[src/rtl/spi_xfer_arbiter.sv]
// spi_xfer_arbiter
// Round-robin arbiter and sequencer that lets NUM_REQ requesters share a
// single 64-bit SPI transaction engine. Each grant runs exactly one
// complete exchange. The received word is returned together with a
// one-cycle done pulse to the owner.
//
// Optional feature: define SPI_ARB_TIMEOUT_EN to build a per-transfer
// watchdog. When it expires, the transfer is abandoned, rdata reads 0,
// done still pulses, and err is raised until the next grant. Without the
// macro, err is tied to 0 and START/RUN wait indefinitely.
module spi_xfer_arbiter #(
    parameter int NUM_REQ        = 4,
    parameter int TIMEOUT_CYCLES = 65535
) (
    input  logic                    I_CLK,
    input  logic                    I_RESETN,
    input  logic [NUM_REQ-1:0]      req,
    input  logic [NUM_REQ*64-1:0]   req_wdata,
    output logic [NUM_REQ-1:0]      gnt,
    output logic [NUM_REQ-1:0]      done,
    output logic [63:0]             rdata,
    output logic                    err,
    output logic                    busy,
    output logic                    eng_start,
    output logic [63:0]             eng_out,
    input  logic [63:0]             eng_in,
    input  logic                    eng_status
);

    localparam int IDX_W = $clog2(NUM_REQ);

    typedef enum logic [1:0] {
        IDLE,
        START,
        RUN,
        DONE
    } state_t;

    state_t             state;
    logic [IDX_W-1:0]   last;
    logic               pick_found;
    logic [IDX_W-1:0]   pick_idx;
    logic [IDX_W-1:0]   cand;
    logic [NUM_REQ-1:0] pick_onehot;
    logic [63:0]        pick_word;
    logic               in_xfer;
    logic               grant_now;
    logic               timeout_hit;

    assign in_xfer   = (state == START) || (state == RUN);
    assign grant_now = (state == IDLE) && pick_found;

    // Round-robin winner: scan from farthest to nearest after 'last' so the nearest pending requester overwrites
    always_comb begin
        pick_found  = 1'b0;
        pick_idx    = '0;
        cand        = '0;
        pick_onehot = '0;
        pick_word   = '0;
        for (int k = NUM_REQ; k >= 1; k--) begin
            cand = IDX_W'((int'(last) + k) % NUM_REQ);
            if (req[cand]) begin
                pick_found = 1'b1;
                pick_idx   = cand;
            end
        end
        for (int i = 0; i < NUM_REQ; i++) begin
            if (IDX_W'(i) == pick_idx) begin
                pick_onehot[i] = pick_found;
                pick_word      = req_wdata[64*i +: 64];
            end
        end
    end

`ifdef SPI_ARB_TIMEOUT_EN
    logic [15:0] wd_cnt;

    assign timeout_hit = in_xfer && (({1'b0, wd_cnt} + 17'd1) == 17'(TIMEOUT_CYCLES));

    // Watchdog counter restarts at every grant and counts cycles spent waiting on the engine
    always_ff @(posedge I_CLK or negedge I_RESETN) begin
        if (!I_RESETN) begin
            wd_cnt <= '0;
        end else if (grant_now) begin
            wd_cnt <= '0;
        end else if (in_xfer) begin
            wd_cnt <= wd_cnt + 16'd1;
        end
    end

    // Error flag is raised by an expired watchdog and only cleared by the next grant
    always_ff @(posedge I_CLK or negedge I_RESETN) begin
        if (!I_RESETN) begin
            err <= 1'b0;
        end else if (grant_now) begin
            err <= 1'b0;
        end else if (timeout_hit) begin
            err <= 1'b1;
        end
    end
`else
    assign timeout_hit = 1'b0;
    assign err         = 1'b0;
`endif

    // Transfer sequencer: grant, hold start until the engine reports busy, wait for completion, then release
    always_ff @(posedge I_CLK or negedge I_RESETN) begin
        if (!I_RESETN) begin
            state     <= IDLE;
            last      <= IDX_W'(NUM_REQ - 1);
            gnt       <= '0;
            done      <= '0;
            rdata     <= '0;
            busy      <= 1'b0;
            eng_start <= 1'b0;
            eng_out   <= '0;
        end else begin
            done <= '0;
            case (state)
                IDLE: begin
                    if (pick_found) begin
                        gnt       <= pick_onehot;
                        eng_out   <= pick_word;
                        last      <= pick_idx;
                        busy      <= 1'b1;
                        eng_start <= 1'b1;
                        state     <= START;
                    end
                end
                START: begin
                    if (timeout_hit) begin
                        eng_start <= 1'b0;
                        rdata     <= '0;
                        done      <= gnt;
                        state     <= DONE;
                    end else if (eng_status) begin
                        eng_start <= 1'b0;
                        state     <= RUN;
                    end
                end
                RUN: begin
                    if (timeout_hit) begin
                        rdata <= '0;
                        done  <= gnt;
                        state <= DONE;
                    end else if (!eng_status) begin
                        rdata <= eng_in;
                        done  <= gnt;
                        state <= DONE;
                    end
                end
                DONE: begin
                    gnt   <= '0;
                    busy  <= 1'b0;
                    state <= IDLE;
                end
                default: begin
                    state <= IDLE;
                end
            endcase
        end
    end

endmodule

[config.mk]
export PLATFORM = sky130hd
export DESIGN_NAME = spi_xfer_arbiter
export DESIGN_NICKNAME = d
export VERILOG_FILES = /design/src/rtl/spi_xfer_arbiter.sv
export SDC_FILE = /design/constraint.sdc
export NUM_CORES = 1
export LEC_CHECK = 0
export BUFFER_PORTS_ARGS = -buffer_cell sky130_fd_sc_hd__buf_2
export CORE_AREA = 2 2 183 185
export DETAILED_ROUTE_END_ITERATION = 12
export DIE_AREA = 0 0 185 187
export MAX_ROUTING_LAYER = met4
export SYNTH_ARGS = -nofsm -noshare
export SYNTH_HDL_FRONTEND = slang
export SYNTH_SLANG_ARGS = --single-unit
[constraint.sdc]
create_clock -name I_CLK -period 5 [get_ports I_CLK]
set_input_delay 1 -clock I_CLK [delete_from_list [all_inputs] [get_ports I_CLK]]
set_output_delay 1 -clock I_CLK [all_outputs]
set_load 0.03 [all_outputs]
==> metrics.yaml, run 1 <==
synthToLayoutAreaGrowth_pct: 43.1
synth_edf_count: 0
wl_um: 27600
cts.hold.buffers_added: 0
numPortBuffers: 464
worst_path_dominant_cell_family: "simple AND/OR/NAND/NOR gates"
postCtsResizedCells: 0
synth.cells.most_frequent: "140 x sky130_fd_sc_hd__dfrtp_1, 65 x sky130_fd_sc_hd__mux2_2, 64 x sky130_fd_sc_hd__and3_1, 64 x sky130_fd_sc_hd__mux2i_1, 61 x sky130_fd_sc_hd__nand2_1"
max-clock-path-buffers: 2
leakagePower_uw: 0.00546
outcome: "completed"
post_route_cells_drive_above_1_share_pct: 51.0
worst_path_largest_cell_delay_ns: 0.57
p_comb_share_pct: 53.3
powerDensity_nw_per_um2: 644
post_drt_wl_per_cell_um: 17.2
timing.max_cap.violations: 0
wl_met2_um: 13300
insertion_delay_ns: 0.42
final.hold.worst_slack_ns: 0.491
synth_compound_area_share_pct: 18.9
critical-path-slowest-cell: "sky130_fd_sc_hd__nand2_4"
wl_met1_um: 11300
initial_antenna_violation_count: 9
finalSetupViolations: 0
syn_avg_cell_area_um2: 10.7
largest_net_degree_at_the_start_of_global_routing: 118
slew_at_the_pin_closest_to_its_max_slew_limit_ns: 1.03
cts_root_buf: "sky130_fd_sc_hd__clkbuf_16"
core.rowCount: 67
max_slew_margin_pct: 31.6
critical_path_start_type: "input pin"
critical-path-top-cell-by-count: "sky130_fd_sc_hd__a211oi_1"
yosys_register_bits: 142
core_um2: 32900
synth.area.top_cells: "sky130_fd_sc_hd__dfrtp_1 46%, sky130_fd_sc_hd__mux2_2 9.7%, sky130_fd_sc_hd__mux2i_1 8.5%, sky130_fd_sc_hd__and3_1 5.3%, sky130_fd_sc_hd__a21boi_0 5.2%"
detail_route.iter0.violations: 246
met3WireLength_um: 2200
vias: 7179
worst_setup_path_end_kind: "flip-flop"
clock.fmax_ghz: 0.361
fp.dieH_um: 187
power_switching_uw: 3290
cts.htree.levels: 4
area_used_by_multi_input_combinational_logic_um2: 3700
seq_area_frac_synth_pct: 47.1
worstHoldPathType: "reg -> reg"
total_count_of_hold_check_failures_in_the_final_report: 0
die_area_um2: 34600
worst_setup_hold_path_clk_slew_ns: 0.07
die_width_um: 185
netlist.top_cell.by_area: "sky130_fd_sc_hd__dfrtp_1"
synth_top_family_by_area: "compound AO/OA/AOI/OAI gates"
cts_tree: "yes"
postCtsSetupRepairBufs: 0
muxShareOfSynthArea_pct: 18.5
numCtsBuffers: 17
p_int_uw: 3670
post-route-drc-count: 0
grt_overflow_total: 0
timing.critical_path.arrival_ns: 3.06
dr.pass1.iters: 5
grt_first_pass_wirelength_um: 40900
synth-main-ff-cell: "sky130_fd_sc_hd__dfrtp_1"
synthSimpleGateAreaFrac_pct: 10.4
post_synth_inst_count: 704
synthMostInstantiatedCell: "sky130_fd_sc_hd__dfrtp_1"
mappedNetlistArea_um2: 7560
dr_vias_cell: 4.48
place_hpwl_um: 20700
floorplan.initialDensity_pct: 23.0
timing.critical_path.required_ns: 5.29
finalWeightedCongestion: 0.856
pin_count: 466
final_nets: 1467
post-route-period-util_pct: 55.4
worst-path-buf-inv: 2
power.share.sequential_pct: 29.3
report.final.slew_viol_count: 0
synth_adder_area_share_pct: 0.828
top_layer_reached_by_signal_wires: "met4"
critical_path.max_fanout: 64
sw_frac_of_total_pct: 47.3
vdd_ir_drop_max_mv: 0.278
final_min_period_ns: 2.77
critical_path.cell_chain: "buf_2, nor4_1, buf_4, nor2_2, nand2_4, a211oi_1, a211oi_1"
pwr-share-clk_pct: 17.4
synthDominantCellAreaShare_pct: 46.4
worst-setup-path-type: "in -> reg"
synth_nets: 1036
ant_nets: 0
synth.distinct_cells: 41
nFillCells: 3484
final.setup_skew_ns: 0.0131
first_global_vias: 7185
synth_xor_xnor_area_share_pct: 0
tritoncts_num_sinks: 142
area.sequential_um2: 3560
setup_repair_after_global_routing_missed_its_margin: "no"
fin_setup_tns_ns: 0
postSynth.asyncResetShare_pct: 100
grt_util_all_layers_pct: 16.0
yosys_warnings: 0
==> final cells by class <==
class,count,share of cell area [%]
Antenna cell,7,0.162
Clock inverter,14,1.12
Inverter,5,0.174
Timing Repair Buffer,475,22.3
Sequential cell,142,32.9
Tap cell,448,5.19
Multi-Input combinational cell,494,34.2
Clock buffer,17,3.94
==> cells in the final DEF, fill, tap and decap left out, drive strengths merged <==
cell	synthesis	layout
a21oi	4	4
nor4	1	1
a2bb2oi	2	2
o211ai	52	52
mux2	65	65
a32oi	2	2
dfstp	2	2
o32a	2	2
nor2	17	17
a21o	1	1
o21bai	1	1
diode	0	7
a21boi	53	53
ha	5	5
conb	1	1
mux2i	65	65
o21ai	59	59
o32ai	1	1
clkbuf	32	17
nand2b	1	1
dfrtp	140	140
buf	31	475
clkinvlp	0	5
inv	5	13
and3b	1	1
a22o	1	1
nand2	63	63
a211oi	24	24
and3	64	64
o22ai	1	1
and2	5	5
nor2b	3	3
clkinv	0	1
==> worst min-delay path, stage by stage, from the launching register on <==
cell                       delay, ns
sky130_fd_sc_hd__dfrtp_1        0.34
sky130_fd_sc_hd__nand2_1        0.05
sky130_fd_sc_hd__o211ai_1       0.07
==> cells by family (layout without fill, tap and decap cells) <==
kind of cell / count (synthesis) / count (layout)
buffers and inverters: 68 / 511
AOI/OAI and AO/OA: 203 / 203
muxes: 130 / 130
and+or+nand+nor: 155 / 155
adders and majority gates: 5 / 5
other: 1 / 8
DFF: 142 / 142
==> metrics by stage <==
step	instance area, µm²	power (µW)	setup WS [ns]	cells	utilization, %
3_3_place_gp	10200	5760	1.89	1564	31.2
2_1_floorplan	7560	4660	2.77	704	-
5_1_grt	10800	7440	1.94	1602	32.9
6_report	10800	6960	2.23	1602	32.9
3_5_place_dp	10200	5820	1.76	1564	31.2
4_1_cts	10800	7070	2.21	1595	32.8
==> worst paths after layout <==
check                            start           to  slack [ns]  cells after the start
max                             req[3]  eng_out[19]        2.23                      7
min                        eng_out[55]  eng_out[55]        0.49                      2
max reg2reg                   state[0]  eng_out[19]        2.25                      7
min reg2reg                eng_out[55]  eng_out[55]        0.49                      2
max in group asynchronous     I_RESETN    rdata[26]        3.18                      2
min in group asynchronous     I_RESETN    rdata[57]        0.69                      1
==> power by group through the flow <==
stage | Clock, µW | Combinational [µW] | Sequential (µW)
2_1_floorplan | 0 | 1580 | 3080
3_3_place_gp | 0 | 3710 | 2050
3_5_place_dp | 0 | 3760 | 2060
4_1_cts | 1270 | 3750 | 2040
5_1_grt | 1320 | 4010 | 2110
6_report | 1210 | 3710 | 2040
==> state kept, by name (all words and copies together) (netlist names) <==
signal and flops:
gnt 4, busy 1, eng_out 64, rdata 64
state 2, last 2, done 4, eng_start 1
==> layer usage <==
metal	up-vias	GRT usage, %
met5	-	-
li1	3453	-
met3	36	4.95
met4	0	5.98
met1	3354	17.7
met2	336	27.0
Note: power is estimated with default switching activity, not from simulation.
==> run 2, diff against run 1 <==
--- a/config.mk
+++ b/config.mk
@@ -6,9 +6,9 @@
 export NUM_CORES = 1
 export LEC_CHECK = 0
 export BUFFER_PORTS_ARGS = -buffer_cell sky130_fd_sc_hd__buf_2
-export CORE_AREA = 2 2 183 185
+export CORE_AREA = 2 2 180 182
 export DETAILED_ROUTE_END_ITERATION = 12
-export DIE_AREA = 0 0 185 187
+export DIE_AREA = 0 0 182 184
 export MAX_ROUTING_LAYER = met4
 export SYNTH_ARGS = -nofsm -noshare
 export SYNTH_HDL_FRONTEND = slang
==> constraint.sdc (replaced) <==
create_clock -name I_CLK -period 2.5 [get_ports I_CLK]
set_input_delay 0.5 -clock I_CLK [delete_from_list [all_inputs] [get_ports I_CLK]]
set_output_delay 0.5 -clock I_CLK [all_outputs]
set_load 0.03 [all_outputs]
==> run 2 against run 1 <==
Clock power up 120%. First-iteration DRC count rose by 9.8%. Combinational power increased by 110%. Critical path depth down 1. Worst setup slack worse by 2.0 ns. Clock skew is 0.0039 ns lower. Critical path type is now reg -> reg. Largest cell class unchanged. Highest routed layer unchanged.
==> metrics.yaml, run 2 (synthesis gave the netlist of run 1 again) <==
outcome: "completed"
powerDensity_nw_per_um2: 1320
regToRegEndpoint: "eng_out[19]"
tritoncts_num_sinks: 142
timing.max_cap.violations: 0
post_route_cells_drive_above_1_share_pct: 51.5
worst_slack_ns: 0.184
critical-path-top-cell-by-count: "sky130_fd_sc_hd__a211oi_1"
worstHoldPathType: "in -> async"
final_nets: 1482
finalWeightedCongestion: 0.817
postCtsSetupRepairBufs: 0
met2_usage_pct: 29.0
max_slew_margin_pct: 36.4
post-route-drc-count: 0
timing.reg2reg.worst_path_depth: 6
pin_count: 466
ant_nets: 0
grt_first_pass_wirelength_um: 41900
worst_setup_path_end_kind: "flip-flop"
final_min_period_ns: 2.32
first_global_vias: 7307
worstSetupEndpoint: "eng_out[19]"
critical_path.cell_chain: "a21oi_1, o32ai_4, nand2_4, buf_12, a211oi_1, a211oi_1"
numCtsBuffers: 17
gr-max-usage-layer: "met2"
post-route-period-util_pct: 92.6
grt_util_all_layers_pct: 17.1
critical-path-slowest-cell: "sky130_fd_sc_hd__dfstp_2"
global_route.usage.met1_pct: 19.0
core_um2: 31400
finalSetupViolations: 0
critical_path.max_fanout: 26
vias: 7321
worst_path_dominant_cell_family: "compound AO/OA/AOI/OAI gates"
cts_tree: "yes"
largest_net_degree_at_the_start_of_global_routing: 78
clock.fmax_ghz: 0.432
insertion_delay_ns: 0.44
fp.dieH_um: 184
final_core_utilization_pct: 35.2
initial_antenna_violation_count: 7
final.setup_skew_ns: 0.00918
cts.htree.levels: 4
detail_route.iter0.violations: 270
final_common_cell: "sky130_fd_sc_hd__buf_2"
vdd_ir_drop_max_mv: 0.456
max-clock-path-buffers: 2
dp_slack_ns: 0.0500
worst_setup_hold_path_clk_slew_ns: 0.06
worst_flop_to_flop_path_startpoint: "last[1]"
cts.hold.buffers_added: 0
dr.pass1.iters: 4
critical_path_start_type: "flip-flop"
wl_um: 28900
numPortBuffers: 464
synthToLayoutAreaGrowth_pct: 46.2
crit_start: "last[1]"
leakagePower_uw: 0.00561
worst-path-buf-inv: 1
setup_repair_after_global_routing_missed_its_margin: "no"
total_stage_count_of_the_critical_path: 6
dr_vias_cell: 4.67
worst-setup-path-type: "reg -> reg"
die_width_um: 182
report.final.slew_viol_count: 0
timing.critical_path.arrival_ns: 2.58
worst_path_largest_cell_delay_ns: 0.64
cts_root_buf: "sky130_fd_sc_hd__clkbuf_16"
post_drt_wl_per_cell_um: 18.4
grt_overflow_total: 0
floorplan.initialDensity_pct: 24.1
place_hpwl_um: 22100
mostFrequentLayoutCells: "463 x sky130_fd_sc_hd__buf_2, 140 x sky130_fd_sc_hd__dfrtp_1, 65 x sky130_fd_sc_hd__mux2_2, 64 x sky130_fd_sc_hd__mux2i_1, 64 x sky130_fd_sc_hd__and3_1"
slew_at_the_pin_closest_to_its_max_slew_limit_ns: 0.952
largestRegisters: "eng_out x64, rdata x64"
grt_use_met3_pct: 4.79
regToRegSetupSlack_ns: 0.18
total_count_of_hold_check_failures_in_the_final_report: 0
core.rowCount: 65
die_area_um2: 33500
timing.critical_path.required_ns: 2.76
fin_setup_tns_ns: 0
==> run 2: layer usage <==
layer | wire, µm | share of wire (%)
met5 | 0 | 0
met4 | 699 | 2.4
met2 | 14300 | 49
met3 | 2370 | 8.2
met1 | 11500 | 40
==> run 2: worst min-delay path by stage <==
stage / startpoint / end / cells after the start
floorplan: I_RESETN / busy / 0
global placement: eng_out[49] / eng_out[49] / 2
detailed placement: eng_out[50] / eng_out[50] / 2
CTS: I_RESETN / rdata[45] / 1
global route: I_RESETN / eng_out[10] / 1
finish: I_RESETN / rdata[45] / 1
==> run 2: layout make-up <==
type / count / area (µm²)
Sequential cell: 142 / 3560
Clock inverter: 13 / 188
Inverter: 5 / 18.8
Clock buffer: 18 / 429
Antenna cell: 2 / 5.00
Tap cell: 402 / 503
Multi-Input combinational cell: 495 / 3710
Fill cell: 3249 / 20300
Timing Repair Buffer: 489 / 2640
==> run 2: per-stage QoR <==
| stage | cells | instance area, µm² | power (µW) | hold slack [ns] |
|---|---|---|---|---|
| 3_3_place_gp | 1532 | 10400 | 11800 | 0.474 |
| 4_1_cts | 1563 | 11000 | 14700 | 0.0126 |
| 3_5_place_dp | 1532 | 10400 | 11900 | 0.481 |
| 6_report | 1566 | 11000 | 14600 | 0.0199 |
| 2_1_floorplan | 704 | 7560 | 9320 | 0.204 |
| 5_1_grt | 1566 | 11000 | 15400 | 0.0427 |
==> run 2: where the power goes <==
| group | internal, µW | leakage [µW] | switching, µW | total (µW) |
|---|---|---|---|---|
| clock | 1670 | 0.000293 | 1050 | 2720 |
| sequential | 3440 | 0.00171 | 608 | 4050 |
| combinational | 2780 | 0.00361 | 5000 | 7780 |
| total | 7900 | 0.00561 | 6660 | 14600 |
==> run 2: worst reg2reg max path, cell delays in order (launching register included) <==
cell                       delay, ns
sky130_fd_sc_hd__dfstp_2        0.64
sky130_fd_sc_hd__a21oi_1        0.15
sky130_fd_sc_hd__o32ai_4        0.54
sky130_fd_sc_hd__nand2_4        0.26
sky130_fd_sc_hd__buf_12         0.25
sky130_fd_sc_hd__a211oi_1       0.23
sky130_fd_sc_hd__a211oi_1       0.08
==> run 2: repair_timing <==
action,4_1_cts,5_1_grt
hold endpoints to repair,0,0
gates resized for setup,0,0
setup endpoints to repair,0,15
==> run 3, diff against run 2 <==
==> constraint.sdc (replaced) <==
create_clock -name I_CLK -period 2.1 [get_ports I_CLK]
set_input_delay 0.42 -clock I_CLK [delete_from_list [all_inputs] [get_ports I_CLK]]
set_output_delay 0.42 -clock I_CLK [all_outputs]
set_load 0.03 [all_outputs]
==> run 3 against run 2 <==
Die area is the same. Core utilization grew 0.55 points. Hold slack gained 0.20 ns. Cell count grew 0.83%. Register-to-register slack lost 0.14 ns. Global-route usage shrank 0.52 points. Sequential share of layout area shrank 0.49 points. Worst setup slack lost 0.14 ns. Design area grew 1.6%. Routed wire length shrank 0.10%.
==> metrics.yaml, run 3 (synthesis gave the netlist of run 1 again) <==
largestRegisters: "eng_out x64, rdata x64"
initial_antenna_violation_count: 4
wl_met2_um: 14500
post-route-drc-count: 0
setup_repair_after_global_routing_missed_its_margin: "yes"
grt_util_all_layers_pct: 16.6
final_common_cell: "sky130_fd_sc_hd__buf_2"
worst_slack_ns: 0.0436
worstHoldPathType: "in -> reg"
outcome: "completed"
dr.pass1.iters: 4
largest_net_degree_at_the_start_of_global_routing: 83
finalWeightedCongestion: 0.849
report.final.slew_viol_count: 0
vias: 7334
floorplan.initialDensity_pct: 24.1
numPortBuffers: 464
wl_met1_um: 11700
top_layer_reached_by_signal_wires: "met4"
insertion_delay_ns: 0.43
ant_nets: 0
post_route_cells_drive_above_1_share_pct: 52.0
final_min_period_ns: 2.06
finalSetupViolations: 0
pin_count: 466
place_hpwl_um: 22400
wl_um: 28900
worst_setup_hold_path_clk_slew_ns: 0.07
timing.critical_path.arrival_ns: 2.35
timing.max_cap.violations: 0
cts_tree: "yes"
synthToLayoutAreaGrowth_pct: 48.5
final_nets: 1493
final.setup_skew_ns: 0.00905
leakagePower_uw: 0.00570
final_core_utilization_pct: 35.7
core.rowCount: 65
mostFrequentLayoutCells: "463 x sky130_fd_sc_hd__buf_2, 140 x sky130_fd_sc_hd__dfrtp_1, 65 x sky130_fd_sc_hd__mux2_2, 64 x sky130_fd_sc_hd__mux2i_1, 64 x sky130_fd_sc_hd__and3_1"
cts_root_buf: "sky130_fd_sc_hd__clkbuf_16"
total_count_of_hold_check_failures_in_the_final_report: 0
critical_path_start_type: "flip-flop"
die_width_um: 182
fp.dieH_um: 184
cts.htree.levels: 4
powerDensity_nw_per_um2: 1560
met3WireLength_um: 2000
post-route-period-util_pct: 97.9
numCtsBuffers: 17
grt_first_pass_wirelength_um: 41100
timing.critical_path.required_ns: 2.39
worst-setup-path-type: "reg -> reg"
dr_vias_cell: 4.64
tritoncts_num_sinks: 142
dp_slack_ns: -0.0658
vdd_ir_drop_max_mv: 0.587
first_global_vias: 7165
grt_overflow_total: 0
worst_setup_path_end_kind: "flip-flop"
core_um2: 31400
die_area_um2: 33500
post_drt_wl_per_cell_um: 18.3
critical_path.max_fanout: 18
max-clock-path-buffers: 2
detail_route.iter0.violations: 245
clock.fmax_ghz: 0.486
[run 3: cell count changes in the layout (fill, tap and decap cells not counted), sizes merged, moves of 2 or more]
| cell | previous run | this run |
|---|---|---|
| buf | 489 | 498 |
| inv | 7 | 10 |
| bufinv | 4 | 2 |
| clkbuf | 18 | 21 |
[run 3: stage by stage]
stage          area, µm²  hold slack (ns)  power [µW]  setup TNS, ns  instances
2_1_floorplan       7560            0.124       11100              0        704
3_3_place_gp       10500            0.410       14200        -0.0433       1538
3_5_place_dp       10500            0.412       14300        -0.0658       1538
4_1_cts            11100            0.203       17500              0       1571
5_1_grt            11200            0.205       18600         -0.101       1578
6_report           11200            0.225       17600              0       1579
[run 3: layer usage]
metal	vias up	track usage [%]
met2	348	28.5
met3	28	4.22
met4	0	5.39
met5	-	-
met1	3451	19.0
li1	3507	-
[run 3: repair_timing]
action                                  4_1_cts  5_1_grt
resized for setup                             1        3
hold buffers                                  1        0
pin swaps                                     0        3
buffers inserted                              0        3
endpoints found under the setup margin        1       10
gates cloned                                  0        2
hold endpoints to repair                     39        0
[run 3: power breakdown]
part | internal (µW) | switching [µW]
sequential | 4100 | 728
clock | 1810 | 1350
combinational | 3550 | 6020
total | 9460 | 8090
[run 3: worst paths after layout]
| path | start | end | slack, ns | cells after the start |
|---|---|---|---|---|
| max | last[1] | eng_out[46] | 0.04 | 6 |
| min | eng_in[19] | rdata[19] | 0.22 | 2 |
| max reg2reg | last[1] | eng_out[46] | 0.04 | 6 |
| min reg2reg | eng_out[3] | eng_out[3] | 0.49 | 2 |
| max in group asynchronous | I_RESETN | rdata[14] | 0.95 | 3 |
| min in group asynchronous | I_RESETN | rdata[46] | 0.53 | 2 |
[run 3: critical path, cell delays in order, from the launching register on]
cell and delay, ns:
sky130_fd_sc_hd__dfstp_2 0.59, sky130_fd_sc_hd__mux2i_4 0.26, sky130_fd_sc_hd__a2bb2oi_4 0.26, sky130_fd_sc_hd__nand2_4 0.20
sky130_fd_sc_hd__buf_12 0.22, sky130_fd_sc_hd__mux2i_1 0.23, sky130_fd_sc_hd__o211ai_1 0.12
[run 3: final cells by class]
cell class                      count  area (µm²)
Clock inverter                     13         155
Tap cell                          402         503
Timing Repair Buffer              501        2820
Clock buffer                       19         443
Multi-Input combinational cell    494        3710
Inverter                            5        18.8
Antenna cell                        3        7.51
Sequential cell                   142        3560
Fill cell                        3259       20200
